==> src/rtl/rs485_pkg.sv <==
// rtl/rs485_pkg.sv - shared types and helpers for the RS485 transmit scheduler
package rs485_pkg;

  typedef enum logic [2:0] {
    IDLE,
    PRE_GUARD,
    LOAD,
    WAIT_DONE,
    POST_GUARD
  } state_t;

  // Wide enough for the byte timeout at the slowest supported baud rates
  localparam int CNT_W = 24;

  function automatic int unsigned bit_cyc(input int unsigned clk_freq, input int unsigned bps);
    return clk_freq / bps;
  endfunction

endpackage

==> src/rtl/rs485_tx_fifo.sv <==
// rtl/rs485_tx_fifo.sv - byte FIFO feeding the transmit scheduler
module rs485_tx_fifo #(
  parameter int DEPTH = 16
) (
  input  logic                   clk,
  input  logic                   rst,
  input  logic                   push,
  input  logic [7:0]             din,
  input  logic                   pop,
  output logic [7:0]             dout,
  output logic                   full,
  output logic                   empty,
  output logic [$clog2(DEPTH):0] level
);

  localparam int AW = $clog2(DEPTH);
  localparam logic [AW:0] FULL_LEVEL = (AW+1)'(DEPTH);

  logic [7:0]    mem [DEPTH];
  logic [AW-1:0] rd_ptr;
  logic [AW-1:0] wr_ptr;
  logic          push_ok;
  logic          pop_ok;
  logic [AW:0]   level_d;

  // A push while full is accepted only when the head leaves in the same cycle
  assign pop_ok  = pop && !empty;
  assign push_ok = push && (!full || pop_ok);
  assign dout    = mem[rd_ptr];

  always_comb begin
    level_d = level;
    if (push_ok && !pop_ok) begin
      level_d = level + 1'b1;
    end else if (pop_ok && !push_ok) begin
      level_d = level - 1'b1;
    end
  end

  always_ff @(posedge clk) begin
    if (push_ok) begin
      mem[wr_ptr] <= din;
    end
  end

  always_ff @(posedge clk) begin
    if (rst) begin
      rd_ptr <= '0;
      wr_ptr <= '0;
      level  <= '0;
      full   <= 1'b0;
      empty  <= 1'b1;
    end else begin
      if (push_ok) begin
        wr_ptr <= wr_ptr + 1'b1;
      end
      if (pop_ok) begin
        rd_ptr <= rd_ptr + 1'b1;
      end
      level <= level_d;
      full  <= (level_d == FULL_LEVEL);
      empty <= (level_d == '0);
    end
  end

endmodule

==> src/rtl/rs485_tx_scheduler.sv <==
// rtl/rs485_tx_scheduler.sv - buffers bytes for uart_tx and owns the RS485 driver enable
module rs485_tx_scheduler
  import rs485_pkg::*;
#(
  parameter int unsigned CLK_FREQ        = 50_000_000,
  parameter int unsigned UART_BPS        = 115200,
  parameter int          FIFO_DEPTH      = 16,
  parameter int unsigned PRE_GUARD_CYC   = 50,
  parameter int unsigned POST_GUARD_BITS = 1,
  parameter int unsigned TIMEOUT_BITS    = 12
) (
  input  logic                          clk,
  input  logic                          rst,
  input  logic                          wr_en,
  input  logic [7:0]                    wr_data,
  output logic                          fifo_full,
  output logic [$clog2(FIFO_DEPTH):0]   fifo_level,
  output logic                          uart_tx_start,
  output logic [7:0]                    uart_tx_data,
  input  logic                          uart_tx_busy,
  input  logic                          uart_tx_done,
  output logic                          en_rs485,
  output logic                          tx_timeout,
  output logic                          overflow
);

  localparam int unsigned BIT_CYC  = bit_cyc(CLK_FREQ, UART_BPS);
  localparam int unsigned POST_CYC = POST_GUARD_BITS * BIT_CYC;
  localparam int unsigned TO_CYC   = TIMEOUT_BITS * BIT_CYC;

  state_t           state;
  state_t           state_d;
  logic [CNT_W-1:0] cnt;
  logic [CNT_W-1:0] cnt_d;
  logic             pop;
  logic             start_d;
  logic             timeout_d;
  logic             fifo_empty;
  logic [7:0]       head;
  logic             last_pre;
  logic             last_post;
  logic             last_to;

  rs485_tx_fifo #(
    .DEPTH (FIFO_DEPTH)
  ) u_fifo (
    .clk   (clk),
    .rst   (rst),
    .push  (wr_en),
    .din   (wr_data),
    .pop   (pop),
    .dout  (head),
    .full  (fifo_full),
    .empty (fifo_empty),
    .level (fifo_level)
  );

  // cnt counts cycles already spent in the current timed state
  assign last_pre  = (32'(cnt) + 32'd1 >= PRE_GUARD_CYC);
  assign last_post = (32'(cnt) + 32'd1 >= POST_CYC);
  assign last_to   = (32'(cnt) + 32'd1 >= TO_CYC);

  always_comb begin
    state_d   = state;
    cnt_d     = cnt;
    pop       = 1'b0;
    start_d   = 1'b0;
    timeout_d = 1'b0;
    unique case (state)
      IDLE: begin
        if (!fifo_empty && !uart_tx_busy) begin
          state_d = (PRE_GUARD_CYC == 0) ? LOAD : PRE_GUARD;
          cnt_d   = '0;
        end
      end
      PRE_GUARD: begin
        if (last_pre) begin
          state_d = LOAD;
        end else begin
          cnt_d = cnt + 1'b1;
        end
      end
      LOAD: begin
        if (!uart_tx_busy) begin
          pop     = 1'b1;
          start_d = 1'b1;
          state_d = WAIT_DONE;
          cnt_d   = '0;
        end
      end
      WAIT_DONE: begin
        if (uart_tx_done) begin
          state_d = fifo_empty ? POST_GUARD : LOAD;
          cnt_d   = '0;
        end else if (last_to) begin
          timeout_d = 1'b1;
          state_d   = POST_GUARD;
          cnt_d     = '0;
        end else begin
          cnt_d = cnt + 1'b1;
        end
      end
      POST_GUARD: begin
        // New data extends the burst without another pre-guard
        if (!fifo_empty) begin
          state_d = LOAD;
        end else if (last_post) begin
          state_d = IDLE;
        end else begin
          cnt_d = cnt + 1'b1;
        end
      end
      default: begin
        state_d = IDLE;
      end
    endcase
  end

  always_ff @(posedge clk) begin
    if (rst) begin
      state         <= IDLE;
      cnt           <= '0;
      uart_tx_start <= 1'b0;
      uart_tx_data  <= '0;
      en_rs485      <= 1'b0;
      tx_timeout    <= 1'b0;
      overflow      <= 1'b0;
    end else begin
      state         <= state_d;
      cnt           <= cnt_d;
      uart_tx_start <= start_d;
      tx_timeout    <= timeout_d;
      en_rs485      <= (state_d != IDLE);
      if (pop) begin
        uart_tx_data <= head;
      end
      if (wr_en && fifo_full && !pop) begin
        overflow <= 1'b1;
      end
    end
  end

endmodule

==> config.mk <==
export PLATFORM = sky130hd
export DESIGN_NAME = rs485_tx_scheduler
export DESIGN_NICKNAME = d
export VERILOG_FILES = /design/src/rtl/rs485_pkg.sv /design/src/rtl/rs485_tx_fifo.sv /design/src/rtl/rs485_tx_scheduler.sv
export SDC_FILE = /design/constraint.sdc
export NUM_CORES = 1
export LEC_CHECK = 0
export BUFFER_PORTS_ARGS = -buffer_cell sky130_fd_sc_hd__buf_2
export CAP_MARGIN = 20
export CORE_MARGIN = 3
export CORE_UTILIZATION = 55
export DETAILED_ROUTE_END_ITERATION = 12
export PLACE_DENSITY = 0.72
export SLEW_MARGIN = 20
export SYNTH_ARGS = -nofsm -noshare
export SYNTH_HDL_FRONTEND = slang
export SYNTH_SLANG_ARGS = --single-unit
==> constraint.sdc <==
create_clock -name clk -period 3.8 [get_ports clk]
set_input_delay 0.19 -clock clk [delete_from_list [all_inputs] [get_ports clk]]
set_output_delay 0.19 -clock clk [all_outputs]
set_load 0.1 [all_outputs]
==> parameters.txt, run 1 <==
Parameter                              Value

Outcome
  Run status ... complete, no violations

Placed design
  Number of port buffers ... 30
  Placed inst area ... 8337 sq um
  Placed Instances ... 780
  Dpl hpwl ... 10.97 mm
  Routability-driven placement congestion ratio ... 0.8662

Global routing
  Overflow left after global routing ... 0
  Largest net degree at the start of global routing ... 47
  Via count of the first global-routing pass ... 4993
  Wire length of the first global-routing pass ... 26.52 mm
  GRT Resource Usage Total ... 21.49%
  Number of antenna violations at the first check in global routing ... 0

Timing
  Setup tns final ... 0 ns
  Post-Route Skew ... 0.007357 ns
  Highest Clock Rate ... 0.2951 GHz
  Final setup viols ... 0
  Setup repair after global routing missed its margin ... false
  Slew Limit Headroom ... 42.41%
  Fin crit period ... 3.389 ns
  Final cycle utilization of the critical path ... 89.18%
  Number of pins exceeding their max-slew limit in the final report ... 0
  Number of failing hold endpoints at the final stage ... 0
  Transition time at the pin with the least slew margin ... 0.8639 ns

Critical path
  Worst setup path class ... flop to flop
  Start point of the critical path ... cnt[0]
  End of the worst register-to-register path ... cnt[0]
  Maximum cell stage delay along the critical path ... 0.52 ns
  Arrival time at the worst endpoint ... 3.72 ns
  Origin of the critical flop-to-flop path ... cnt[0]
  Sequence of cells on the critical path ... ha_1 > nand3_2 > nor4_1 > a21boi_1 > a31oi_1 > nor4_4 > a21oi_2 > a21o_1 > nand2b_1 > o31ai_1
  Number of cells on the worst reg-to-reg path ... 10
  Timing endpoint of the critical path ... cnt[0]
  Worst Setup End Kind ... flop
  Nature of the critical path startpoint ... flop
  Worst EP required ... 4.13 ns
  Worst R2R Setup Slack ... 0.41 ns
  Largest driver fanout on the critical path ... 12
  Slowest cell on the critical path ... sky130_fd_sc_hd__dfxtp_1

Layout
  Area growth syn-to-layout ... 11.81%
  Share of post-route cells with drive strength above 1 ... 21.04%
  Ant. Diodes ... 0
  Leading cell types in the layout, fill and taps excluded ... sky130_fd_sc_hd__edfxtp_1, sky130_fd_sc_hd__dfxtp_1, sky130_fd_sc_hd__nand2_1
  Most common library cell in the layout ignoring fill and taps ... sky130_fd_sc_hd__edfxtp_1
  Number of nets at the end of the flow ... 641
  Final core occ ... 63.37%
  Non-filler instance count after layout ... 812
  Summed area of non-filler cells in the final layout ... 8899 sq um

Floorplan
  Die area ... 15950 sq um
  Area inside the core boundary ... 14040 sq um
  Height of the chip ... 126.3 um
  Site row count ... 43
  I/O Pins ... 31
  Initial cell density of the core ... 56.68%
  Chip Width ... 126.3 um

CTS
  Total number of clock tree sinks ... 182
  Resized cells post-CTS ... 0
  Buffers inserted by post-CTS timing repair ... 0
  Number of buffers created by CTS ... 17
  H-tree depth ... 4
  Hold-fix buffers at CTS ... 0
  Clock buffer depth ... 2
  Insertion delay to the later sink of the worst-skew pair ... 0.42 ns
  CTS tree ... done
  Clock transition at the registers of the reported paths ... 0.07 ns
  CTS Root Buffer Type ... sky130_fd_sc_hd__clkbuf_16

Route
  Drt initial violations ... 576
  Avg WL per Cell ... 20.10 um
  Total number of vias ... 4966
  Total iterations of the first detailed-routing run ... 5
  Count of unresolved DRC violations after routing ... 0
  Count of nets left with antenna violations after detail routing ... 0
  Routed vias/inst ... 6.116
  WL final ... 16.33 mm

Run
  Number of maximum-capacitance constraint violations ... 0

Synth
  Synthesized netlist net count ... 611
  Most used DFF post-synth ... sky130_fd_sc_hd__edfxtp_1
  Sequential fraction of the synthesis area ... 61.88%
  Total standard cell area after synthesis ... 7959 sq um
  Simple-gate portion of the synthesized area ... 12.23%
  Unique masters post-synth ... 62
  Fraction of synthesis flops using an asynchronous set or reset pin ... 0%
  Cell types with the largest area share after synthesis ... sky130_fd_sc_hd__edfxtp_1, sky130_fd_sc_hd__dfxtp_1, sky130_fd_sc_hd__mux4_2
  Adder-cell share of the synthesized area ... 1.415%
  Share of cell area taken by muxes after synthesis ... 11.82%
  Flops & latches, synth ... 182
  Fraction of synthesized cell area taken by the top area cell type ... 48.29%
  Number of synthesis warnings ... 0
  Synthesized area per cell ... 13.51 sq um
  Synthesized instance count ... 589
  Fraction of synthesized cell area in xor and xnor cells ... 1.761%
  Biggest area consumer among synthesized cells ... sky130_fd_sc_hd__edfxtp_1
  Main combinational cell family by area after synthesis ... simple AND/OR/NAND/NOR gates
  Number of flops mapped to enable cells by yosys ... 128
  Share of the synthesized area in compound gates (AO/OA/AOI/OAI) ... 7.687%

Power
  Net Sw Power ... 853.2 uW
  Pwr dens ... 451.0 nW/um^2
  Worst VDD drop ... 335.1 uV
  Switching power share of the total ... 21.26%
  P_int ... 3.160 mW
  Power share of the clock group ... 41.6%
  Part of the power in registers ... 53.9%
  Leakage Power ... 2.987 nW
  Combinational power share ... 4.6%

Min path
  Hold Path Class ... primary input to flop
==> cell usage after synthesis (all sizes together) (7+ instances only) <==
master,instances
nand3,14
buf,18
or3,8
a31oi,9
o31ai,7
edfxtp,128
dfxtp,54
clkbuf,22
nand2,48
ha,9
and3,20
o32ai,11
a21oi,31
nor3,15
inv,23
nor2,48
xnor2,10
mux4,40
nand4,13
==> logic make-up after synthesis <==
logic type,Yosys count
DFF,182
and+or+nand+nor,187
adders and majority gates,9
AOI/OAI and AO/OA,88
xor gates and xnor gates,16
buffers and inverters,63
muxes,44
==> worst max-delay path, delay by kind of cell (launching register included) <==
kind	cells	cell delay (ns)
AOI/OAI and AO/OA	5	1.04
adders and majority gates	1	0.38
DFF	1	0.52
and+or+nand+nor	4	1.34
==> power groups by stage <==
| stage | registers (mW) | clock network, mW | logic [mW] |
|---|---|---|---|
| 3_5_place_dp | 2.20 | 0 | 0.182 |
| 6_report | 2.16 | 1.67 | 0.183 |
| 3_3_place_gp | 2.20 | 0 | 0.176 |
| 5_1_grt | 2.16 | 1.79 | 0.197 |
| 2_1_floorplan | 2.22 | 0 | 0.0958 |
| 4_1_cts | 2.16 | 1.71 | 0.183 |
==> area by class of cell <==
cell class                 count  area [sq um]
inverter                      23         86.33
timing repair buffer          51         320.3
clock inverter                14         132.6
tap                          180         225.2
multi-input combinational    344          2779
clock buffer                  18         429.2
fill                        1054          5144
sequential                   182          4926
==> stage by stage <==
step / power, mW / setup slack, ns / hold slack [ns]
global placement: 2.378 / 0.6029 / 0.4431
finish: 4.013 / 0.4111 / 0.1210
detailed placement: 2.386 / 0.4330 / 0.4481
global route: 4.148 / 0.06660 / 0.1097
floorplan: 2.318 / 1.007 / 0.2889
CTS: 4.051 / 0.3813 / 0.08908
==> worst min path at each step <==
stage / from / endpoint / slack (ns) / cells past startpoint
after floorplan: wr_data[0] / u_fifo.mem[0][0] / 0.29 / 0
after global placement: uart_tx_data[1] / uart_tx_data[1] / 0.44 / 2
after detailed placement: uart_tx_data[7] / uart_tx_data[7] / 0.45 / 2
after CTS: wr_en / u_fifo.level[1] / 0.09 / 2
after global routing: wr_en / u_fifo.level[1] / 0.11 / 2
final: wr_en / u_fifo.level[1] / 0.12 / 2
==> layer usage <==
layer  share of wire, %  track usage [%]  vias up
met2                 51            35.24      164
met1                 43            28.94     2461
li1                   -                -     2320
met5                  0                0        -
met3                5.6            5.053       21
met4                1.2            6.625        0
==> state kept, by name, summed over array words and instances, names as in the netlist, 3 cells and up <==
signal / flops
u_fifo.mem: 128
uart_tx_data: 8
state: 3
u_fifo.rd_ptr: 4
u_fifo.wr_ptr: 4
u_fifo.level: 5
cnt: 24
No activity file was read; power rests on OpenSTA's default activity.
==> run 2: changes to the inputs <==
==> constraint.sdc (replaced) <==
create_clock -name clk -period 3.5 [get_ports clk]
set_input_delay 0.175 -clock clk [delete_from_list [all_inputs] [get_ports clk]]
set_output_delay 0.175 -clock clk [all_outputs]
set_load 0.1 [all_outputs]
==> run 2 against run 1 <==
Cell count is 0.12% higher; clock skew is 0.0044 ns higher; clock power is 20% higher; sequential power is 9% higher; first-iteration DRC count is 16% lower; utilization is 0.49 points higher; combinational power is 6% higher; cell area is 0.77% higher; die area stayed put; setup slack worse by 0.18 ns; flip-flop and latch count stayed put; critical path depth stayed put; critical path type unchanged.
==> parameters.txt, run 2 (synthesis gave the netlist of run 1 again) <==
Parameter                              Value

CTS
  CTS Root Buffer Type ... sky130_fd_sc_hd__clkbuf_16
  Total number of clock tree sinks ... 182
  Insertion delay to the later sink of the worst-skew pair ... 0.43 ns
  CTS tree ... done
  H-tree depth ... 4
  Clock buffer depth ... 2
  Hold-fix buffers at CTS ... 0
  Clock transition at the registers of the reported paths ... 0.06 ns
  Resized cells post-CTS ... 0
  Number of buffers created by CTS ... 17
  Buffers inserted by post-CTS timing repair ... 0

Critical path
  Slowest cell on the critical path ... sky130_fd_sc_hd__dfxtp_1
  Origin of the critical flop-to-flop path ... cnt[1]
  Maximum cell stage delay along the critical path ... 0.53 ns
  Worst EP required ... 3.83 ns
  Start point of the critical path ... cnt[1]
  Nature of the critical path startpoint ... flop
  Number of buffers and inverters on the critical path ... 0
  Sequence of cells on the critical path ... ha_2 > nand3_2 > nor4_1 > a21boi_1 > a31oi_1 > nor4_4 > a21oi_2 > a21o_1 > nand2b_2 > o31ai_1
  Number of cells on the worst reg-to-reg path ... 10
  Number of cells on the critical path ... 10
  Top cell family by delay on the critical path ... simple AND/OR/NAND/NOR gates
  Worst Setup End Kind ... flop
  Largest driver fanout on the critical path ... 12
  Timing endpoint of the critical path ... cnt[0]
  Worst R2R Setup Slack ... 0.23 ns
  Arrival time at the worst endpoint ... 3.60 ns
  End of the worst register-to-register path ... cnt[0]
  Worst setup path class ... flop to flop

Power
  Leakage Power ... 3.026 nW
  Worst VDD drop ... 383.4 uV
  Net Sw Power ... 954.5 uW
  Switching power share of the total ... 20.99%
  Pwr dens ... 507.1 nW/um^2
  P_int ... 3.593 mW
  Power share of the clock group ... 44.2%
  Part of the power in registers ... 51.6%
  Combinational power share ... 4.3%

Layout
  Share of post-route cells with drive strength above 1 ... 22.12%
  Largest register FFs ... 128
  Number of inserted filler cells in the final layout ... 978
  Most flops, register ... u_fifo.mem
  Summed area of non-filler cells in the final layout ... 8967 sq um
  Most common library cell in the layout ignoring fill and taps ... sky130_fd_sc_hd__edfxtp_1
  Biggest regs ... u_fifo.mem (128), cnt (24), uart_tx_data (8)
  Leading cell types in the layout, fill and taps excluded ... sky130_fd_sc_hd__edfxtp_1, sky130_fd_sc_hd__dfxtp_1, sky130_fd_sc_hd__nand2_1
  Area growth syn-to-layout ... 12.67%
  Ant. Diodes ... 0
  Non-filler instance count after layout ... 813
  Number of nets at the end of the flow ... 642

Outcome
  Run status ... complete, no violations

Floorplan
  I/O Pins ... 31
  Site row count ... 43
  Height of the chip ... 126.3 um
  Area inside the core boundary ... 14040 sq um
  Initial cell density of the core ... 56.68%
  Die area ... 15950 sq um
  Chip Width ... 126.3 um

Global routing
  GRT Resource Usage Total ... 21.14%
  Number of antenna violations at the first check in global routing ... 0
  Overflow left after global routing ... 0
  Via count of the first global-routing pass ... 4869
  Wire length of the first global-routing pass ... 25.95 mm
  Largest net degree at the start of global routing ... 47

Min path
  Hold Path Class ... primary input to flop
  Worst hold path startpoint ... wr_en

Route
  Drt initial violations ... 485
  Total number of vias ... 4952
  Count of unresolved DRC violations after routing ... 0
  WL final ... 16.14 mm
  Avg WL per Cell ... 19.85 um
  Total iterations of the first detailed-routing run ... 5
  Count of nets left with antenna violations after detail routing ... 0
  Routed vias/inst ... 6.091

Timing
  Hold slack final ... 0.09315 ns
  Final setup viols ... 0
  Post-Route Skew ... 0.01174 ns
  Transition time at the pin with the least slew margin ... 0.8937 ns
  Fin crit period ... 3.272 ns
  Setup tns final ... 0 ns
  Number of pins exceeding their max-slew limit in the final report ... 0
  Final cycle utilization of the critical path ... 93.49%
  Setup repair after global routing missed its margin ... false
  Highest Clock Rate ... 0.3056 GHz
  Final WS setup ... 0.2278 ns
  Number of failing hold endpoints at the final stage ... 0
  Slew Limit Headroom ... 39.96%

Placed design
  Number of port buffers ... 30
  Placed Instances ... 781
  Dpl hpwl ... 10.52 mm
  Placed inst area ... 8332 sq um
  Routability-driven placement congestion ratio ... 0.8456
  Dpl ws ... 0.1149 ns

Run
  Number of maximum-capacitance constraint violations ... 0
-- run 2: stage by stage --
step / util (%) / power, mW
after floorplan: - / 2.517
after global placement: 59.33 / 2.575
after detailed placement: 59.33 / 2.584
after CTS: 63.82 / 4.585
after global routing: 63.86 / 4.696
final: 63.86 / 4.547
-- run 2: power by group through the flow --
| stage | Clock [mW] | Sequential, mW | Combinational (mW) |
|---|---|---|---|
| final | 2.01 | 2.35 | 0.194 |
| after global routing | 2.14 | 2.35 | 0.213 |
| after CTS | 2.05 | 2.34 | 0.194 |
| after detailed placement | 0 | 2.39 | 0.192 |
| after global placement | 0 | 2.39 | 0.185 |
| after floorplan | 0 | 2.41 | 0.104 |
-- run 2: how the worst min path moves through the flow --
stage	end	slack, ns	cells past startpoint
3_5_place_dp	uart_tx_data[7]	0.45	2
6_report	u_fifo.level[1]	0.09	2
5_1_grt	u_fifo.level[1]	0.12	2
3_3_place_gp	uart_tx_data[2]	0.44	2
4_1_cts	u_fifo.level[1]	0.07	2
2_1_floorplan	u_fifo.mem[0][0]	0.27	0
-- run 2: cell type report --
cell class | count | area [sq um] | area share [%]
inverters | 23 | 86.33 | 0.9627
multi-input cells | 344 | 2784 | 31.05
clock buffers | 19 | 432.9 | 4.828
clock inverters | 13 | 196.4 | 2.191
flip-flops and latches | 182 | 4927 | 54.95
repair buffers | 52 | 315.3 | 3.516
well taps | 180 | 225.2 | 2.512
-- run 2: worst reg2reg max path: stages (launching register included) --
cell and delay [ns]:
sky130_fd_sc_hd__dfxtp_1 0.53, sky130_fd_sc_hd__ha_2 0.35, sky130_fd_sc_hd__nand3_2 0.17, sky130_fd_sc_hd__nor4_1 0.38
sky130_fd_sc_hd__a21boi_1 0.20, sky130_fd_sc_hd__a31oi_1 0.16, sky130_fd_sc_hd__nor4_4 0.42, sky130_fd_sc_hd__a21oi_2 0.14
sky130_fd_sc_hd__a21o_1 0.25, sky130_fd_sc_hd__nand2b_2 0.33, sky130_fd_sc_hd__o31ai_1 0.25
-- run 2: layer usage --
metal	global-route usage [%]	vias to the layer above	wire, um
li1	-	2318	-
met5	0	-	0
met2	35.34	168	8231
met3	4.084	21	779
met1	28.00	2445	6860
met4	7.445	0	265
